`src/rtl/marc_control_unit.sv`:
```
// Hardwired control unit for the mARC 16-bit datapath: fetch / PC increment / decode / execute sequencing
// plus the memory handshake. Define CU_WAIT_TIMEOUT_EN to add the memory wait-state timeout and FAULT state.
module marc_control_unit #(
    parameter int TIMEOUT = 15
) (
    input  logic        clk,
    input  logic        reset,
    input  logic [15:0] ir,
    input  logic        z,
    input  logic        mem_ready,
    output logic [3:0]  addrA,
    output logic [3:0]  addrB,
    output logic [3:0]  addrD,
    output logic        rw,
    output logic [3:0]  alu_op,
    output logic [1:0]  dsel,
    output logic [15:0] imm,
    output logic        mem_rd,
    output logic        mem_wr,
    output logic        halted,
    output logic        illegal,
    output logic        fault
);

    typedef enum logic [2:0] {
        S_FETCH, S_PC_INC, S_DECODE, S_EXEC, S_ADDR, S_MEM, S_HALT, S_FAULT
    } state_t;

    localparam logic [3:0] R_DISP   = 4'h8;
    localparam logic [3:0] R_CONST2 = 4'hC;
    localparam logic [3:0] R_TEMP0  = 4'hD;
    localparam logic [3:0] R_PC     = 4'hE;
    localparam logic [3:0] R_IR     = 4'hF;

    localparam logic [3:0] OP_LD   = 4'h5;
    localparam logic [3:0] OP_ST   = 4'h6;
    localparam logic [3:0] OP_BZ   = 4'h7;
    localparam logic [3:0] OP_SETD = 4'h8;
    localparam logic [3:0] OP_HALT = 4'hF;
    localparam logic [3:0] ALU_ADD = 4'h0;

    localparam logic [1:0] DSEL_ALU = 2'd0;
    localparam logic [1:0] DSEL_MEM = 2'd1;
    localparam logic [1:0] DSEL_IMM = 2'd2;

    state_t     state;
    logic [3:0] op, rd, rs1, rs2;

    assign op  = ir[15:12];
    assign rd  = {1'b0, ir[11:9]};
    assign rs1 = {1'b0, ir[8:6]};
    assign rs2 = {1'b0, ir[5:3]};
    assign imm = {{4{ir[11]}}, ir[11:0]};

`ifdef CU_WAIT_TIMEOUT_EN
    localparam int CNT_W = ($clog2(TIMEOUT + 1) > 4) ? $clog2(TIMEOUT + 1) : 4;
    logic [CNT_W-1:0] wait_cnt;
`endif

    // NOTE: sequential state uses non-blocking assignments only, so every register samples pre-edge values.
    always_ff @(posedge clk) begin
        if (reset) begin
            state <= S_FETCH;
`ifdef CU_WAIT_TIMEOUT_EN
            wait_cnt <= '0;
`endif
        end else begin
            case (state)
                S_FETCH, S_MEM: begin
                    if (mem_ready) begin
                        state <= (state == S_FETCH) ? S_PC_INC : S_FETCH;
`ifdef CU_WAIT_TIMEOUT_EN
                        wait_cnt <= '0;
                    end else if (wait_cnt == CNT_W'(TIMEOUT - 1)) begin
                        state    <= S_FAULT;
                        wait_cnt <= '0;
                    end else begin
                        wait_cnt <= wait_cnt + 1'b1;
`endif
                    end
                end
                S_PC_INC: state <= S_DECODE;
                S_DECODE: begin
                    if (op == OP_LD || op == OP_ST) state <= S_ADDR;
                    else if (op == OP_HALT)         state <= S_HALT;
                    else                            state <= S_EXEC;
                end
                S_EXEC:  state <= S_FETCH;
                S_ADDR:  state <= S_MEM;
                S_HALT:  state <= S_HALT;
                default: state <= state;
            endcase
        end
    end

    // NOTE: every output gets a default before the case so no path leaves one unassigned (no latches).
    always_comb begin
        addrA   = 4'h0;
        addrB   = 4'h0;
        addrD   = 4'h0;
        rw      = 1'b0;
        alu_op  = ALU_ADD;
        dsel    = DSEL_ALU;
        mem_rd  = 1'b0;
        mem_wr  = 1'b0;
        halted  = 1'b0;
        illegal = 1'b0;
        fault   = 1'b0;
        if (!reset) begin
            case (state)
                S_FETCH: begin
                    addrA  = R_PC;
                    addrD  = R_IR;
                    dsel   = DSEL_MEM;
                    mem_rd = 1'b1;
                    rw     = mem_ready;
                end
                S_PC_INC: begin
                    addrA = R_PC;
                    addrB = R_CONST2;
                    addrD = R_PC;
                    rw    = 1'b1;
                end
                S_EXEC: begin
                    if (op <= 4'h4) begin
                        addrA  = rs1;
                        addrB  = rs2;
                        alu_op = op;
                        addrD  = rd;
                        rw     = 1'b1;
                    end else if (op == OP_BZ) begin
                        addrA = R_PC;
                        addrB = R_DISP;
                        addrD = R_PC;
                        rw    = z;
                    end else if (op == OP_SETD) begin
                        addrD = R_DISP;
                        dsel  = DSEL_IMM;
                        rw    = 1'b1;
                    end else begin
                        illegal = 1'b1;
                    end
                end
                S_ADDR: begin
                    addrA = rs1;
                    addrB = R_DISP;
                    addrD = R_TEMP0;
                    rw    = 1'b1;
                end
                S_MEM: begin
                    // Write-back of a load lands on the same edge that retires the request.
                    addrA = R_TEMP0;
                    if (op == OP_LD) begin
                        mem_rd = 1'b1;
                        addrD  = rd;
                        dsel   = DSEL_MEM;
                        rw     = mem_ready;
                    end else begin
                        mem_wr = 1'b1;
                        addrB  = rd;
                    end
                end
                S_HALT: halted = 1'b1;
`ifdef CU_WAIT_TIMEOUT_EN
                S_FAULT: fault = 1'b1;
`endif
                default: ;
            endcase
        end
    end

endmodule

```
`config.mk`:
```
export PLATFORM = sky130hd
export DESIGN_NAME = marc_control_unit
export DESIGN_NICKNAME = d
export VERILOG_FILES = /design/src/rtl/marc_control_unit.sv
export SDC_FILE = /design/constraint.sdc
export NUM_CORES = 1
export LEC_CHECK = 0
export ABC_AREA = 1
export ABC_CLOCK_PERIOD_IN_PS = 3500
export CAP_MARGIN = 20
export CORE_AREA = 2 2 50 52
export DETAILED_ROUTE_END_ITERATION = 7
export DIE_AREA = 0 0 52 54
export GPL_ROUTABILITY_DRIVEN = 1
export PLACE_DENSITY = 0.81
export SLEW_MARGIN = 25
export SYNTH_ARGS = -nofsm -noshare
export SYNTH_HDL_FRONTEND = slang
export SYNTH_SLANG_ARGS = --single-unit
```
`constraint.sdc`:
```
create_clock -name clk -period 3.5 [get_ports clk]
set_input_delay 0.7 -clock clk [delete_from_list [all_inputs] [get_ports clk]]
set_output_delay 0.7 -clock clk [all_outputs]
set_load 0.1 [all_outputs]
```
==> metrics <==
total core area=around 2300 µm²; cts-stage hold buffer count=0; Yosys top cell area share=20.53%; Async SR Flop Fraction=0%; Distinct cells, synth=20; CTS Sinks=3; pwr/cell area=369.1 nW/µm²; pin count of the biggest net entering global routing=18; period utilisation layout=90.32%; hold path cells=2; Int Pwr=approximately 0.20 mW; Largest register FFs=3; IO Pins=60; GRT Total Usage=16.75%; postcts setup bufs=0; main area contributors after synthesis=nand2_1 (21%), buf_4 (18%), inv_1 (9.0%); startpoint types=primary input; fmax=roughly 0.32 GHz; DRC Markers=0; Cell Area, Placed=around 1400 µm²; Mean Syn Cell Area=5.278 µm²; ant diodes=0; Psw=just over 0.3 mW; combinational power share=roughly four fifths; Final Setup Violations=0; r2r worst-path depth=7; skew final=0.001573 ns; Initial DRC Count=21; post-route cell area=1391 µm²; Post-synth EDFFs=0; CTS buffer count=3; Worst Hold Class=reg -> reg; via count=978; Die Footprint=about 2800 µm²; GP Congestion=0.8004; sw frac=between 60% and 70%; worst path required time=about 2.8 ns; synth cell count leaders=nand2_1 (41), buf_4 (18), inv_1 (18); Mapped Cells=142; CTS clk-pin slew, worst paths=approximately 0.03 ns; layout cell share with drive strength beyond 1=28.49%; latest clock arrival within the worst-skew pair=approximately 0.23 ns; leak pwr=0.6712 nW; #FFs+latches synth=3; antenna viol nets, final=0; chip width=52 µm; Final Critical Period=3.161 ns; Main synth FF type=dfxtp_1; TritonRoute pass-1 iters=4; first-pass GRT wire length=~3600 µm; initial antenna violation count=0; register with the most flip-flops=state; post_cts resized=0; vias in the first global route=approximately 900; sequential area share after synthesis=8.013%; Final nets=200; critical path arrival=2.46 ns; Seq pwr share=9.2%; PortBufs=around 50; Initial Util=approximately 32%; Vias/cell=about 4.7; row count=18; Final HPWL DP=1929 µm; H-tree levels=1; most frequent cell after synthesis=nand2_1; final core occ=~60%; GR Overflow Total=0; CTS tree=done; area leader, netlist=nand2_1; kind of critical path=in -> out; IR drop worst, VDD=0.0002595 V; Syn Std Cell Area=between 700 and 800 µm²; Clk network pwr share=11.7%; Clock Tree Root=clkbuf_4; largest fanout on the critical path=5; Synth Warn #=0; slack of the worst reg-to-reg path=2.26 ns; worst-case clock buffer depth=2; Largest regs=state (3); Slew Limit Fails=0; Routed WL=2285 µm; max_cap viols=0; Area Overhead vs Synth=85.64%; RSZ-0062 raised after global routing=no; Hold Vio Cnt, Final=0; Die Span Y=54 µm; status=finished clean; Avg WL per Cell=10.93 µm; Crit. End Element=output pin
[per-layer routing]
layer | GRT usage [%] | vias up | share of wire [%] | wire (µm)
li1 | - | 505 | - | -
met1 | 19.38 | 441 | 40 | 916
met5 | 0 | - | 0 | 0
met3 | 1.389 | 0 | 5.9 | 135
met4 | 5.702 | 0 | 0 | 0
met2 | 32.07 | 32 | 54 | 1233
[path summary, 6_finish.rpt]
kind / startpoint / end
worst max-delay path: ir[15] / addrA[2]
worst min-delay path: state[2]$_SDFFE_PP0P_ / state[2]$_SDFFE_PP0P_
worst max register to register: state[2]$_SDFFE_PP0P_ / state[0]$_SDFFE_PP0P_
worst min register to register: state[2]$_SDFFE_PP0P_ / state[2]$_SDFFE_PP0P_
[metrics by stage]
step	setup WS (ns)	hold slack (ns)	instances	total power, mW	TNS, ns
global route	0.2136	0.6572	209	0.5410	0
CTS	0.3377	0.5997	209	0.5191	0
global placement	0.4246	0.5712	205	0.4504	0
floorplan	-0.3989	0.5404	143	0.3481	-1.145
finish	0.3386	0.6193	209	0.5135	0
detailed placement	0.3486	0.5956	205	0.4540	0
[layout by cell type (no fill, tap or decap), types with 2 or more instances in the layout]
cell type / n
clkbuf_4: 3
nor2_4: 3
nor3_1: 4
inv_2: 2
nand2_1: 41
buf_4: 14
dfxtp_1: 3
clkdlybuf4s50_1: 16
buf_12: 22
nand2_2: 3
a21oi_1: 13
nor2_1: 12
nand3_1: 11
conb_1: 2
o21ai_0: 4
inv_1: 18
[cell type report]
| type | count | area, µm² |
|---|---|---|
| tap | 30 | 37.54 |
| fill | 210 | 928.4 |
| multi-input combinational | 100 | 486.7 |
| timing repair buffer | 52 | 705.7 |
| inverter | 20 | 75.07 |
| sequential | 3 | 60.06 |
| clock buffer | 4 | 26.28 |
[worst max-delay path: stages]
cell and delay [ns]:
clkdlybuf4s50_1 0.52, inv_2 0.14, nand2_1 0.07, nor2_1 0.25
nand2_2 0.14, nand3_1 0.13, nand2_1 0.06, a21oi_1 0.24
buf_12 0.22
[power by group through the flow]
stage               Sequential [mW]  Combinational [mW]  Clock (mW)
finish                       0.0471               0.406      0.0600
global route                 0.0481               0.425      0.0675
CTS                          0.0467               0.408      0.0646
detailed placement           0.0472               0.407           0
global placement             0.0466               0.404           0
floorplan                    0.0454               0.303           0
[cell families (layout without fill, tap and decap cells)]
kind of cell,Yosys count,after routing,share of synthesized area (%)
buf+inv,40,76,29.05
simple gates,78,78,48.25
other cells,1,2,0.5004
compound gates,20,20,14.19
flops,3,3,8.014
Power figures use the tool's default switching activity.
